### src/rtl/vga_pkg.sv
`default_nettype none
// ============================================================================
// Module   : vga_pkg
// Purpose  : Shared constants and types for the VGA pixel plot arbiter.
// Revision : 1.0 - initial release
// ============================================================================
package vga_pkg;

  // Visible resolution; coordinates at or beyond these are discarded
  localparam int VGA_H_RES = 640;
  localparam int VGA_V_RES = 480;

  // Field widths of one pixel beat
  localparam int X_W     = 10;
  localparam int Y_W     = 9;
  localparam int COLOR_W = 24;
  localparam int DROP_W  = 8;

  // Arbiter mode: free round-robin or held by one burst owner
  typedef enum logic [0:0] {
    IDLE_RR = 1'b0,
    LOCKED  = 1'b1
  } arb_state_t;

endpackage
`default_nettype wire

### src/rtl/vga_plot_arbiter_if.sv
`default_nettype none
// ============================================================================
// Module   : vga_plot_arbiter_if
// Purpose  : Packed multi-requester pixel bus with per-requester ack.
// Revision : 1.0 - initial release
// ============================================================================
interface vga_plot_arbiter_if
  import vga_pkg::*;
#(
  parameter int N_REQ = 4
) ();

  logic [N_REQ-1:0]         req;
  logic [N_REQ-1:0]         lock;
  logic [N_REQ*X_W-1:0]     req_x;
  logic [N_REQ*Y_W-1:0]     req_y;
  logic [N_REQ*COLOR_W-1:0] req_color;
  logic [N_REQ-1:0]         ack;

  // Requesters drive pixels and see their own ack strobe
  modport master (
    output req, lock, req_x, req_y, req_color,
    input  ack
  );

  // Arbiter samples pixels and returns the one-hot ack
  modport slave (
    input  req, lock, req_x, req_y, req_color,
    output ack
  );

endinterface
`default_nettype wire

### src/rtl/rr_arbiter.sv
`default_nettype none
// ============================================================================
// Module   : rr_arbiter
// Purpose  : Combinational round-robin grant starting the search at ptr.
// Revision : 1.0 - initial release
// ============================================================================
module rr_arbiter #(
  parameter int N_REQ = 4,
  parameter int PTR_W = 2
) (
  input  logic [N_REQ-1:0] req,
  input  logic [PTR_W-1:0] ptr,
  output logic [N_REQ-1:0] grant
);

  logic [PTR_W-1:0] w_idx;
  logic             w_found;

  // Walk ptr, ptr+1, ... (mod N_REQ) and grant the first active requester
  always_comb begin
    grant   = '0;
    w_found = 1'b0;
    w_idx   = '0;
    for (int k = 0; k < N_REQ; k++) begin
      w_idx = PTR_W'((int'(ptr) + k) % N_REQ);
      if (!w_found && req[w_idx]) begin
        grant[w_idx] = 1'b1;
        w_found      = 1'b1;
      end
    end
  end

endmodule
`default_nettype wire

### src/rtl/vga_plot_arbiter.sv
`default_nettype none
// ============================================================================
// Module   : vga_plot_arbiter
// Purpose  : Round-robin arbiter with burst lock that funnels pixel writes
//            from N_REQ requesters into one registered VGA plot port and
//            discards (and counts) off-screen pixels.
// Revision : 1.0 - initial release
// ============================================================================
module vga_plot_arbiter
  import vga_pkg::*;
#(
  parameter int N_REQ = 4,
  parameter int H_RES = VGA_H_RES,
  parameter int V_RES = VGA_V_RES
) (
  input  logic                CLOCK_50,
  input  logic                resetn,
  vga_plot_arbiter_if.slave   bus,
  output logic [X_W-1:0]      VGA_X,
  output logic [Y_W-1:0]      VGA_Y,
  output logic [COLOR_W-1:0]  VGA_COLOR,
  output logic                plot,
  output logic [DROP_W-1:0]   drop_cnt
);

  localparam int PTR_W = (N_REQ > 1) ? $clog2(N_REQ) : 1;
  // One extra bit so the limits can be compared without truncation
  localparam logic [X_W:0] c_h_lim = (X_W+1)'(H_RES);
  localparam logic [Y_W:0] c_v_lim = (Y_W+1)'(V_RES);

  arb_state_t         r_state, w_state_nxt;
  logic [PTR_W-1:0]   r_ptr, w_ptr_nxt;
  logic [PTR_W-1:0]   r_owner, w_owner_nxt;
  logic [N_REQ-1:0]   w_owner_oh, w_mask, w_grant, w_ack;
  logic               w_accept, w_lock_sel, w_in_range;
  logic [PTR_W-1:0]   w_idx;
  logic [X_W-1:0]     w_x;
  logic [Y_W-1:0]     w_y;
  logic [COLOR_W-1:0] w_color;

  // While locked, only the burst owner is visible to the arbiter
  always_comb begin
    w_owner_oh          = '0;
    w_owner_oh[r_owner] = 1'b1;
    w_mask = (r_state == LOCKED) ? (bus.req & w_owner_oh) : bus.req;
  end

  rr_arbiter #(
    .N_REQ (N_REQ),
    .PTR_W (PTR_W)
  ) u_rr (
    .req   (w_mask),
    .ptr   (r_ptr),
    .grant (w_grant)
  );

  // Ack is gated by reset so nothing is handed off while the block is held
  assign w_ack    = resetn ? w_grant : '0;
  assign bus.ack  = w_ack;
  assign w_accept = |w_ack;

  // Mux out the accepted beat's index, lock flag and pixel fields
  always_comb begin
    w_idx      = '0;
    w_lock_sel = 1'b0;
    w_x        = '0;
    w_y        = '0;
    w_color    = '0;
    for (int i = 0; i < N_REQ; i++) begin
      if (w_ack[i]) begin
        w_idx      = PTR_W'(i);
        w_lock_sel = bus.lock[i];
        w_x        = bus.req_x[i*X_W +: X_W];
        w_y        = bus.req_y[i*Y_W +: Y_W];
        w_color    = bus.req_color[i*COLOR_W +: COLOR_W];
      end
    end
  end

  assign w_in_range = ({1'b0, w_x} < c_h_lim) && ({1'b0, w_y} < c_v_lim);

  // Arbitration state register
  always_ff @(posedge CLOCK_50 or negedge resetn) begin
    if (!resetn) begin
      r_state <= IDLE_RR;
      r_ptr   <= '0;
      r_owner <= '0;
    end else begin
      r_state <= w_state_nxt;
      r_ptr   <= w_ptr_nxt;
      r_owner <= w_owner_nxt;
    end
  end

  // Next state: a locked beat captures ownership, an unlocked beat releases it
  // and moves the pointer just past the winner
  always_comb begin
    w_state_nxt = r_state;
    w_ptr_nxt   = r_ptr;
    w_owner_nxt = r_owner;
    if (w_accept) begin
      if (w_lock_sel) begin
        w_state_nxt = LOCKED;
        w_owner_nxt = w_idx;
      end else begin
        w_state_nxt = IDLE_RR;
        w_ptr_nxt   = (w_idx == PTR_W'(N_REQ - 1)) ? '0 : (w_idx + PTR_W'(1));
      end
    end
  end

  // Register the accepted pixel for the plot port and count discarded ones
  always_ff @(posedge CLOCK_50 or negedge resetn) begin
    if (!resetn) begin
      plot      <= 1'b0;
      VGA_X     <= '0;
      VGA_Y     <= '0;
      VGA_COLOR <= '0;
      drop_cnt  <= '0;
    end else begin
      plot <= w_accept && w_in_range;
      if (w_accept && w_in_range) begin
        VGA_X     <= w_x;
        VGA_Y     <= w_y;
        VGA_COLOR <= w_color;
      end
      if (w_accept && !w_in_range && (drop_cnt != '1)) begin
        drop_cnt <= drop_cnt + DROP_W'(1);
      end
    end
  end

endmodule
`default_nettype wire

### src/flat_wrapper.sv
// flat-port wrapper written by rule: the top's interface ports become plain ports
module vga_plot_arbiter_flat import vga_pkg::*;
#(
  parameter int N_REQ = 4,
  parameter int H_RES = VGA_H_RES,
  parameter int V_RES = VGA_V_RES
)
  (CLOCK_50, resetn, VGA_X, VGA_Y, VGA_COLOR, plot, drop_cnt, bus_req, bus_lock, bus_req_x, bus_req_y, bus_req_color, bus_ack);
  vga_plot_arbiter_if #(.N_REQ(N_REQ)) bus_i ();
  input  logic CLOCK_50;
  input  logic resetn;
  output logic [X_W-1:0] VGA_X;
  output logic [Y_W-1:0] VGA_Y;
  output logic [COLOR_W-1:0] VGA_COLOR;
  output logic plot;
  output logic [DROP_W-1:0] drop_cnt;
  input wire logic [$bits(bus_i.req)-1:0] bus_req;
  input wire logic [$bits(bus_i.lock)-1:0] bus_lock;
  input wire logic [$bits(bus_i.req_x)-1:0] bus_req_x;
  input wire logic [$bits(bus_i.req_y)-1:0] bus_req_y;
  input wire logic [$bits(bus_i.req_color)-1:0] bus_req_color;
  output wire logic [$bits(bus_i.ack)-1:0] bus_ack;
  assign bus_i.req = bus_req;
  assign bus_i.lock = bus_lock;
  assign bus_i.req_x = bus_req_x;
  assign bus_i.req_y = bus_req_y;
  assign bus_i.req_color = bus_req_color;
  assign bus_ack = bus_i.ack;
  vga_plot_arbiter #(.N_REQ(N_REQ), .H_RES(H_RES), .V_RES(V_RES)) u_core (.CLOCK_50(CLOCK_50), .resetn(resetn), .bus(bus_i), .VGA_X(VGA_X), .VGA_Y(VGA_Y), .VGA_COLOR(VGA_COLOR), .plot(plot), .drop_cnt(drop_cnt));
endmodule
### config.mk
export PLATFORM = sky130hd
export DESIGN_NAME = vga_plot_arbiter_flat
export DESIGN_NICKNAME = d
export VERILOG_FILES = /design/src/rtl/vga_pkg.sv /design/src/rtl/vga_plot_arbiter_if.sv /design/src/rtl/rr_arbiter.sv /design/src/rtl/vga_plot_arbiter.sv /design/src/flat_wrapper.sv
export SDC_FILE = /design/constraint.sdc
export NUM_CORES = 1
export LEC_CHECK = 0
export ABC_AREA = 1
export BUFFER_PORTS_ARGS = -buffer_cell sky130_fd_sc_hd__buf_2
export CAP_MARGIN = 20
export CELL_PAD_IN_SITES_DETAIL_PLACEMENT = 0
export CELL_PAD_IN_SITES_GLOBAL_PLACEMENT = 2
export CORE_ASPECT_RATIO = 0.6
export CORE_UTILIZATION = 20
export DETAILED_ROUTE_END_ITERATION = 12
export HOLD_SLACK_MARGIN = 0.12
export PLACE_DENSITY = 0.77
export SETUP_SLACK_MARGIN = 0.2
export SYNTH_ARGS = -nofsm -noshare
export SYNTH_HDL_FRONTEND = slang
export SYNTH_SLANG_ARGS = --single-unit
### constraint.sdc
create_clock -name CLOCK_50 -period 2.9 [get_ports CLOCK_50]
set_input_delay 0 -clock CLOCK_50 [delete_from_list [all_inputs] [get_ports CLOCK_50]]
set_output_delay 0 -clock CLOCK_50 [all_outputs]
set_load 0.005 [all_outputs]
==> run summary, run 1 <==
status: finished, violations left
failing checks: setup timing
wire length per cell: 15.76 µm
core region area: 20370 µm²
number of synthesized register bits: 57
area of the multi-input gates: 2791 µm²
minimum clock period: 2.915 ns
chip width: 190.0 µm
commonest cells in the synthesized netlist: nand2_1, dfrtp_1, nand3_1, nand4_1, inv_1
Post-Syn Instances: 626
H-tree depth: 3
Final period util: 1.005
Synth top area share: 0.3364
Initial Util: 0.2082
area grow syn2layout: 79.34%
max_cap viols: 0
Worst-Margin Slew: 0.6540 ns
sequential fraction of the synthesis area: 0.3364
largest net degree at the start of global routing: 48
Nets: 1172
initial DRC count: 254
Hold Violations, Final: 0
DP Worst Slack: -0.001679 ns
final core utilization: 0.3733
Fillers: 2140
syn nets: 816
Die H: 114.8 µm
Worst setup SP type: flip-flop
fin. max-slew vios: 0
critical path class: reg -> reg
DP Cell Count: 1164
worst setup margin: -0.01539 ns
clk sink count: 57
fraction of registers with async set/reset: 1.000
Vias: 5627
Tot GR Track Use: 0.1787
Main synth FF type: dfrtp_1
Seq. cell area: 1428 µm²
gpl congestion: 0.8618
Leak: 0.004245 µW
flop2flop setup slack: -0.02 ns
die area: 21810 µm²
CP required: 3.11 ns
routed wire length: 19860 µm
crit-path max FO: 8
initial antenna violation count: 1
drt via density: 4.466
Critical Path End Type: flip-flop
drt pass-1 iters: 4
non-filler cells, final: 1260
Detail Placement HPWL: 14940 µm
GR Overflow Total: 0
Hold Path Class: in -> reg
Synth cell types: 27
share of cells above drive strength 1: 0.4276
Rows: 40
Synth Cell Area: 4240 µm²
RSZ-0062 raised after global routing: yes
Yosys warnings: 0
# setup viols final: 18
number of diodes: 0
most area-hungry cell type in the Yosys netlist: dfrtp_1
Max VDD drop: 0.5970 mV
vias in the first global route: 5454
Crit path arrival time: 3.13 ns
Avg Inst Size Synth: 6.774 µm²
most frequent cell after synthesis: nand2_1
IO Count: 238
Clock Latency Late Sink: 0.33 ns
Port Buffers: 237
first-pass GRT wire length: 29680 µm
Post-route DRC: 0
Max Buffers Root-to-Sink: 2
total chip power: 8925 µW
CTS Root Cell: clkbuf_16
Worst-path clk slew: 0.06 ns
Layout Skew: 0.007567 ns
Inserted Clock Buffers: 9
number of synthesized flops with an enable pin: 0
slew margin rel.: 0.5640
Routed Antenna Nets: 0
Synth area leaders: dfrtp_1, nand2_1, nand4_1, nand3_1, a22o_1
TritonCTS clock tree: yes
Max Clk Rate: 343.0 MHz
pwr/cell area: 1174 nW/µm²
-- sequential cells by signal (all words and copies together), names as in the netlist --
name / cells
u_core.r_owner: 2
u_core.VGA_COLOR: 24
u_core.drop_cnt: 8
u_core.r_ptr: 2
u_core.r_state: 1
u_core.plot: 1
u_core.VGA_Y: 9
u_core.VGA_X: 10
-- cells by family after synthesis --
logic type / count (synthesis) / share of synthesized area
compound gates: 79 / 0.1334
xor+xnor: 5 / 0.01033
fa+ha+maj: 8 / 0.02361
buf+inv: 74 / 0.07259
flops: 57 / 0.3364
simple gates: 403 / 0.4237
-- path summary, 6_finish.rpt --
check | start | to | cells past startpoint
setup / recovery | u_core.r_owner[1] | u_core.VGA_COLOR[8] | 23
min in group asynchronous | resetn | u_core.r_ptr[1] | 2
hold reg to reg | u_core.VGA_Y[8] | u_core.VGA_Y[8] | 2
setup reg to reg | u_core.r_owner[1] | u_core.VGA_COLOR[8] | 23
max in group asynchronous | resetn | u_core.VGA_COLOR[13] | 3
hold / removal | bus_req_y[1] | u_core.VGA_Y[1] | 5
-- worst max-delay path: stages, from the launching register on --
cell and delay [ns]:
dfrtp_1 0.40, inv_1 0.07, nand2_1 0.07, nand2_2 0.06
nand3_2 0.08, nand2_1 0.07, nand2_2 0.09, nand2_4 0.08
nor2_4 0.25, nand3_2 0.15, nand3_4 0.13, nand2_4 0.07
nor2_4 0.21, nand2_1 0.09, nand3b_1 0.12, nand2_2 0.07
nand2_2 0.07, inv_2 0.03, nand2_2 0.08, buf_12 0.12
nand3_4 0.14, clkbuf_16 0.23, nand2_2 0.06, nand2_1 0.04
-- report_power, final --
part	leakage [µW]	switching [µW]	internal (µW)
clock network	0.000128	384	571
logic	0.00336	3850	2900
registers	0.000757	165	1060
total	0.00424	4400	4530
-- final cells by class --
class,instances,area share
Multi-Input combinational cell,495,0.3671
Timing Repair Buffer,380,0.3455
Sequential cell,57,0.1877
Tap cell,273,0.04492
Clock buffer,10,0.03011
Inverter,38,0.01941
Clock inverter,6,0.004607
Timing Repair inverter,1,0.0006581
-- per-layer routing --
metal / wire [µm] / global-route usage
met4: 109 / 0.03710
met1: 9672 / 0.2442
met3: 1478 / 0.04792
met2: 8596 / 0.2822
met5: 0 / 0
-- layout by cell type, fill, tap and decap left out, types with 14 or more instances in the layout --
master and n:
buf_2 236, nand2_1 216, buf_4 64, dlygate4sd3_1 59, dfrtp_1 56, nand4_1 48, nand3_1 39, nand2_2 34
inv_1 30, a22oi_1 26, a22o_1 26, nor2_1 24, nand3_2 15, nand2_4 14
-- stage by stage --
stage          area [µm²]  setup TNS [ns]  hold WS, ns
2_1_floorplan        4240               0      -0.2956
3_3_place_gp         6198               0     -0.06353
3_5_place_dp         6198       -0.001679     -0.06416
4_1_cts              7303               0       0.1207
5_1_grt              7605          -10.11       0.1506
6_report             7605         -0.1112       0.1147
-- repair_timing --
action,4_1_cts,5_1_grt
pin swaps,10,6
hold buffers,59,0
gates resized for setup,32,63
gates cloned,2,1
endpoints found under the setup margin,57,58
endpoints found under the hold margin,41,0
setup buffers,10,8
Note: power is estimated with default switching activity, not from simulation.
==> inputs of run 2 (changes only) <==
--- a/config.mk
+++ b/config.mk
@@ -5,16 +5,15 @@
 export SDC_FILE = /design/constraint.sdc
 export NUM_CORES = 1
 export LEC_CHECK = 0
-export ABC_AREA = 1
 export BUFFER_PORTS_ARGS = -buffer_cell sky130_fd_sc_hd__buf_2
 export CAP_MARGIN = 20
 export CELL_PAD_IN_SITES_DETAIL_PLACEMENT = 0
 export CELL_PAD_IN_SITES_GLOBAL_PLACEMENT = 2
 export CORE_ASPECT_RATIO = 0.6
-export CORE_UTILIZATION = 20
+export CORE_UTILIZATION = 23
 export DETAILED_ROUTE_END_ITERATION = 12
 export HOLD_SLACK_MARGIN = 0.12
-export PLACE_DENSITY = 0.77
+export PLACE_DENSITY = 0.79
 export SETUP_SLACK_MARGIN = 0.2
 export SYNTH_ARGS = -nofsm -noshare
 export SYNTH_HDL_FRONTEND = slang
==> run summary, run 2 <==
minimum clock period: 3.599 ns
Layout Skew: 0.005309 ns
worst setup margin: -0.6987 ns
Max VDD drop: 0.5323 mV
Yosys warnings: 0
final core utilization: 0.4484
initial DRC count: 252
first-pass GRT wire length: 27710 µm
Worst setup SP type: flip-flop
Hold Violations, Final: 0
Biggest register: u_core.VGA_COLOR
Die H: 105.3 µm
Hold Path Cell Cnt: 4
chip width: 174.2 µm
initial antenna violation count: 0
Leak: 0.003841 µW
GR Overflow Total: 0
Crit path buffers/inverters: 3
CP peak stage delay: 0.53 ns
slew margin rel.: 0.6538
Hold Path Class: in -> reg
Synth area leaders: dfrtp_1, mux2_4, a22oi_1, o21ai_0, ha_1
Final period util: 1.241
Max Clk Rate: 277.9 MHz
Detail Placement HPWL: 13200 µm
Nets: 976
fraction of registers with async set/reset: 1.000
pwr/cell area: 1223 nW/µm²
core region area: 17270 µm²
setup TNS: -37.25 ns
most area-hungry cell type in the Yosys netlist: dfrtp_1
Vias: 4946
routed wire length: 18410 µm
post-route design area: 7744 µm²
Rows: 37
failing checks: setup timing
Main synth FF type: dfrtp_1
area grow syn2layout: 89.15%
Port Buffers: 237
largest net degree at the start of global routing: 39
critical path class: reg -> reg
number of synthesized register bits: 57
delay-heaviest family, CP: compound AO/OA/AOI/OAI gates
RSZ-0062 raised after global routing: yes
Initial Util: 0.2371
commonest non-fill, non-tap cell in the layout: buf_2
drt pass-1 iters: 4
number of diodes: 0
most frequent cell after synthesis: a22oi_1
crit-path max FO: 16
sequential fraction of the synthesis area: 0.3484
vias in the first global route: 5109
status: finished, violations left
biggest regs: u_core.VGA_COLOR (24), u_core.VGA_X (10), u_core.VGA_Y (9)
share of cells above drive strength 1: 0.5727
Routed Antenna Nets: 0
Clock Latency Late Sink: 0.31 ns
wire length per cell: 17.96 µm
H-tree depth: 3
Synth Cell Area: 4094 µm²
drt via density: 4.825
syn nets: 588
commonest cells in the synthesized netlist: a22oi_1, dfrtp_1, o21ai_0, mux2_4
Worst-path clk slew: 0.05 ns
# setup viols final: 59
placed cell areas: 6083 µm²
TritonCTS clock tree: yes
Fillers: 1634
Critical Path End Type: flip-flop
max_cap viols: 0
Post-route DRC: 0
Crit path arrival time: 3.79 ns
clk sink count: 57
fin. max-slew vios: 0
Synth top area share: 0.3484
CTS Root Cell: clkbuf_16
Post-Syn Instances: 398
Max Buffers Root-to-Sink: 2
CP required: 3.10 ns
CP Cell Sequence: a21bo_1 -> and2_4 -> mux4_2 -> buf_6 -> nor2b_4 -> a221o_1 -> nor2_2 -> buf_6 -> o311a_4 -> o2bb2ai_4 -> nand4_4 -> nand3_4 -> buf_12 -> mux2_4
slowest CP cell: mux4_2
CP dominant cell by count: buf_6
CP Depth: 14
Synth cell types: 56
gpl congestion: 0.9623
number of synthesized flops with an enable pin: 0
max reg flops: 24
Tot GR Track Use: 0.1943
r2r worst-path depth: 14
most frequent cells in the layout: buf_2, buf_4, dlygate4sd3_1
IO Count: 238
Inserted Clock Buffers: 9
Worst-Margin Slew: 0.5194 ns
Avg Inst Size Synth: 10.29 µm²
die area: 18360 µm²
## run 2: cell types whose count changed after synthesis, moves of 31 or more
cell,change
a22oi_1,+32
mux2_4,+38
nand2_1,-238
nand3_1,-47
nand4_1,-44
o21ai_0,+31
## run 2: layer usage
layer / track usage / part of all wire / up-vias
li1: - / - / 2319
met4: 0.04073 / 0.011 / 0
met1: 0.2649 / 0.48 / 2411
met5: 0 / 0 / -
met2: 0.3022 / 0.45 / 199
met3: 0.05700 / 0.067 / 17
## run 2: path summary, 6_finish.rpt
path                       slack [ns]                from             endpoint
max                             -0.70   u_core.r_owner[0]      u_core.VGA_X[2]
min                              0.12   bus_req_color[28]  u_core.VGA_COLOR[4]
max reg2reg                     -0.70   u_core.r_owner[0]      u_core.VGA_X[2]
min reg2reg                      0.49  u_core.drop_cnt[4]   u_core.drop_cnt[4]
max in group asynchronous        1.78              resetn  u_core.VGA_COLOR[3]
min in group asynchronous        0.32              resetn      u_core.VGA_Y[7]
## run 2: area by class of cell
cell class | instances | area (µm²) | area share
inverter | 13 | 63.81 | 0.008240
sequential | 57 | 1428 | 0.1844
clock buffer | 13 | 260.3 | 0.03361
tap | 234 | 292.8 | 0.03781
clock inverter | 3 | 15.01 | 0.001939
timing repair buffer | 403 | 2851 | 0.3682
multi-input combinational | 302 | 2833 | 0.3658
## run 2: repair_timing
| item | CTS | global route |
|---|---|---|
| cloned | 3 | 2 |
| endpoints found under the setup margin | 60 | 61 |
| pin swaps | 12 | 14 |
| resized for setup | 35 | 63 |
| endpoints found under the hold margin | 63 | 0 |
| hold buffers | 68 | 0 |
| setup buffers | 12 | 10 |
## run 2: stage by stage
stage	cells	hold slack [ns]	setup slack (ns)	power (µW)
4_1_cts	1013	0.1203	-0.7365	8511
3_3_place_gp	914	0.09103	-0.7340	6772
2_1_floorplan	398	-0.2956	-0.6488	4850
5_1_grt	1025	0.1305	-0.8371	10080
3_5_place_dp	914	0.1245	-0.7999	6890
6_report	1025	0.1162	-0.6987	9468
## run 2: report_power, final
part | leakage (µW) | switching [µW] | internal, µW
Combinational | 0.00295 | 3330 | 3950
Sequential | 0.000755 | 174 | 1050
Clock | 0.000139 | 342 | 620
Total | 0.00384 | 3850 | 5620
## run 2: tightest hold or removal path: stages
cell	delay (ns)
buf_2	0.07
a22oi_1	0.06
o21ai_1	0.12
mux2_4	0.14
## run 2: logic make-up after synthesis
family | count (synthesis) | synth area share
mux | 48 | 0.1718
flops | 57 | 0.3484
compound gates | 164 | 0.2867
xor+xnor | 7 | 0.01498
fa+ha+maj | 8 | 0.02445
buf+inv | 40 | 0.05532
simple gates | 74 | 0.09841
==> inputs of run 3 (changes only) <==
--- a/config.mk
+++ b/config.mk
@@ -5,15 +5,15 @@
 export SDC_FILE = /design/constraint.sdc
 export NUM_CORES = 1
 export LEC_CHECK = 0
-export BUFFER_PORTS_ARGS = -buffer_cell sky130_fd_sc_hd__buf_2
 export CAP_MARGIN = 20
 export CELL_PAD_IN_SITES_DETAIL_PLACEMENT = 0
 export CELL_PAD_IN_SITES_GLOBAL_PLACEMENT = 2
 export CORE_ASPECT_RATIO = 0.6
-export CORE_UTILIZATION = 23
+export CORE_UTILIZATION = 33
 export DETAILED_ROUTE_END_ITERATION = 12
+export DONT_BUFFER_PORTS = 1
 export HOLD_SLACK_MARGIN = 0.12
-export PLACE_DENSITY = 0.79
+export PLACE_DENSITY = 0.77
 export SETUP_SLACK_MARGIN = 0.2
 export SYNTH_ARGS = -nofsm -noshare
 export SYNTH_HDL_FRONTEND = slang
==> run summary, run 3 <==
sequential fraction of the synthesis area: 0.3484
syn nets: 588
chip width: 145.8 µm
Yosys warnings: 0
status: aborted with a tool error
Port Buffers: 0
Synth top area share: 0.3484
Synth Cell Area: 4094 µm²
Rows: 31
gpl congestion: 0.8224
Inserted Clock Buffers: 9
H-tree depth: 3
error msg: [ERROR RSZ-0060] Max buffer count reached.
multiplexer share of the synthesized area: 0.1718
number of synthesized register bits: 57
hold buffer count at CTS: 128
largest family of logic cells by synthesized area: compound AO/OA/AOI/OAI gates
CTS Root Cell: clkbuf_16
Post-Syn Instances: 398
Avg Inst Size Synth: 10.29 µm²
area share of xor/xnor cells in the synthesized design: 0.01498
Simple-Gate Fraction of Synth Area: 0.09841
number of synthesized flops with an enable pin: 0
Initial Util: 0.3394
Die H: 88.28 µm
clk sink count: 57
Post-CTS Setup Bufs: 10
Main synth FF type: dfrtp_1
fraction of registers with async set/reset: 1.000
commonest cells in the synthesized netlist: a22oi_1, dfrtp_1, o21ai_0, mux2_4
most area-hungry cell type in the Yosys netlist: dfrtp_1
Synth area leaders: dfrtp_1, mux2_4, a22oi_1, o21ai_0, ha_1
DP Worst Slack: -0.8543 ns
post-CTS resize count: 50
Synth Area in Adders: 0.02445
Detail Placement HPWL: 10020 µm
compound-cell area share of the yosys netlist: 0.2867
most frequent cell after synthesis: a22oi_1
Max Buffers Root-to-Sink: 2
IO Count: 238
Synth cell types: 56
Last stage: clock tree synthesis (4_1_cts)
==> run 3: cell counts after synthesis <==
Identical to the previous run, type by type.
==> run 3: stage by stage <==
stage,instance area [µm²],cells
floorplan,4153,398
global placement,4828,611
detailed placement,4828,611
==> run 3: kinds of logic after synthesis <==
logic type                 after synthesis
AOI/OAI and AO/OA                      164
adders and majority gates                8
and+or+nand+nor                         74
buffers and inverters                   40
xor gates and xnor gates                 7
muxes                                   48
DFF                                     57
==> inputs of run 4 (changes only) <==
--- a/config.mk
+++ b/config.mk
@@ -6,15 +6,10 @@
 export NUM_CORES = 1
 export LEC_CHECK = 0
 export CAP_MARGIN = 20
-export CELL_PAD_IN_SITES_DETAIL_PLACEMENT = 0
-export CELL_PAD_IN_SITES_GLOBAL_PLACEMENT = 2
-export CORE_ASPECT_RATIO = 0.6
-export CORE_UTILIZATION = 33
+export CORE_UTILIZATION = 40
 export DETAILED_ROUTE_END_ITERATION = 12
 export DONT_BUFFER_PORTS = 1
-export HOLD_SLACK_MARGIN = 0.12
-export PLACE_DENSITY = 0.77
-export SETUP_SLACK_MARGIN = 0.2
+export PLACE_DENSITY_LB_ADDON = 0.15
 export SYNTH_ARGS = -nofsm -noshare
 export SYNTH_HDL_FRONTEND = slang
 export SYNTH_SLANG_ARGS = --single-unit
==> constraint.sdc (replaced) <==
create_clock -name CLOCK_50 -period 3.75 [get_ports CLOCK_50]
set_input_delay 0 -clock CLOCK_50 [delete_from_list [all_inputs] [get_ports CLOCK_50]]
set_output_delay 0 -clock CLOCK_50 [all_outputs]
set_load 0.005 [all_outputs]
==> run summary, run 4 (same netlist as run 2, synthesis figures left out) <==
Worst setup SP type: flip-flop
# setup viols final: 0
gpl congestion: 0.8860
drt via density: 6.101
drt pass-1 iters: 5
Routed Antenna Nets: 0
status: finished, violations left
Initial Util: 0.4150
critical path class: reg -> reg
initial antenna violation count: 0
CP startpoint: u_core.r_state
number of diodes: 0
Detail Placement HPWL: 9106 µm
Max Clk Rate: 272.0 MHz
flop2flop setup slack: 0.07 ns
Critical Path End Type: flip-flop
IO Count: 238
Biggest register: u_core.VGA_COLOR
Tot GR Track Use: 0.2302
Worst-path clk slew: 0.08 ns
Hold Violations, Final: 1
slew margin rel.: 0.6070
Post-route DRC: 0
die area: 10640 µm²
Fillers: 831
H-tree depth: 3
max reg flops: 24
CP Depth: 12
Leak: 0.002368 µW
fin. max-slew vios: 0
clk sink count: 57
Crit path arrival time: 3.89 ns
first-pass GRT wire length: 18400 µm
CP peak stage delay: 0.48 ns
TritonCTS clock tree: yes
CP required: 3.96 ns
crit-path max FO: 11
Max VDD drop: 0.4638 mV
Hold Path Class: in -> reg
commonest non-fill, non-tap cell in the layout: dlygate4sd3_1
Reg-to-Reg End: u_core.drop_cnt[1]
Nets: 675
GR Overflow Total: 0
Setup crit end: u_core.drop_cnt[1]
Min Hold Slack: -0.003790 ns
Crit path buffers/inverters: 1
Port Buffers: 0
worst r2r src: u_core.r_state
failing checks: hold timing
delay-heaviest family, CP: compound AO/OA/AOI/OAI gates
share of cells above drive strength 1: 0.2474
core region area: 9864 µm²
most frequent cells in the layout: dlygate4sd3_1, a22oi_1, dfrtp_1
biggest regs: u_core.VGA_COLOR (24), u_core.VGA_X (10), u_core.VGA_Y (9)
Clock Latency Late Sink: 0.34 ns
Die H: 103.2 µm
vias in the first global route: 3594
RSZ-0062 raised after global routing: yes
Inserted Clock Buffers: 9
largest net degree at the start of global routing: 60
pwr/cell area: 1001 nW/µm²
Layout Skew: 0.01241 ns
Final period util: 0.9805
chip width: 103.2 µm
CP Cell Sequence: a21bo_1 -> and2_1 -> mux4_2 -> nor2b_4 -> a221o_1 -> or2_4 -> o311a_4 -> o2bb2ai_4 -> nand4_4 -> buf_4 -> a21oi_2 -> mux2_2
minimum clock period: 3.677 ns
max_cap viols: 0
r2r worst-path depth: 12
CTS Root Cell: clkbuf_8
Rows: 36
Vias: 3795
Worst-Margin Slew: 0.5834 ns
setup TNS: 0 ns
routed wire length: 13790 µm
Max Buffers Root-to-Sink: 2
slowest CP cell: mux4_2
area grow syn2layout: 33.50%
initial DRC count: 180
wire length per cell: 22.16 µm
-- run 4: worst min-delay path by stage --
stage                                 start  cells past startpoint  slack (ns)                   end
after detailed placement             resetn                      0       -0.29  u_core.VGA_COLOR[15]
final                         bus_req_y[27]                      3      -0.004       u_core.VGA_Y[0]
after CTS                 bus_req_color[16]                      3      0.0007  u_core.VGA_COLOR[16]
after floorplan                      resetn                      0       -0.30   u_core.VGA_COLOR[0]
after global placement               resetn                      0       -0.29  u_core.VGA_COLOR[15]
after global routing          bus_req_y[27]                      3        0.01       u_core.VGA_Y[0]
-- run 4: worst register-to-register path: cells and delay by family, from the launching register on --
family / cells / cell delay [ns]
flip-flops: 1 / 0.42
AND/OR/NAND/NOR: 4 / 0.80
buffers and inverters: 1 / 0.21
AO/OA/AOI/OAI: 5 / 1.31
multiplexers: 2 / 0.83
-- run 4: metal layers --
metal	vias up	GRT usage	wire [µm]
li1	1718	-	-
met1	1841	0.2908	5606
met2	218	0.3846	6855
met3	18	0.05424	1143
met4	0	0.08126	182
met5	-	0	0
-- run 4: cell type report --
cell class | count | area [µm²] | share of cell area
tap | 133 | 166.4 | 0.03045
multi-input combinational | 301 | 2584 | 0.4728
sequential | 57 | 1426 | 0.2610
clock buffer | 10 | 137.6 | 0.02518
clock inverter | 5 | 78.83 | 0.01442
timing repair buffer | 103 | 1023 | 0.1873
inverter | 13 | 48.80 | 0.008929
-- run 4: power by group --
group	switching [µW]	internal (µW)
Clock	265	389
Combinational	1950	1890
Sequential	168	810
Total	2380	3090
-- run 4: through the flow --
stage | cells | util | total power [µW] | worst slack, ns | cell area [µm²]
global route | 622 | 0.5540 | 5789 | -0.003916 | 5465
CTS | 617 | 0.5377 | 5196 | 0.01033 | 5304
floorplan | 398 | - | 3658 | 0.01567 | 4094
detailed placement | 534 | 0.4427 | 4424 | -0.06971 | 4367
global placement | 534 | 0.4427 | 4358 | -0.02847 | 4367
finish | 622 | 0.5540 | 5473 | 0.07307 | 5465
-- run 4: timing repair --
action / CTS / global route
hold endpoints to repair: 97 / 2
setup endpoints to repair: 12 / 55
pin swaps: 0 / 1
buffers inserted: 0 / 3
hold buffers: 68 / 2
gates resized for setup: 3 / 21
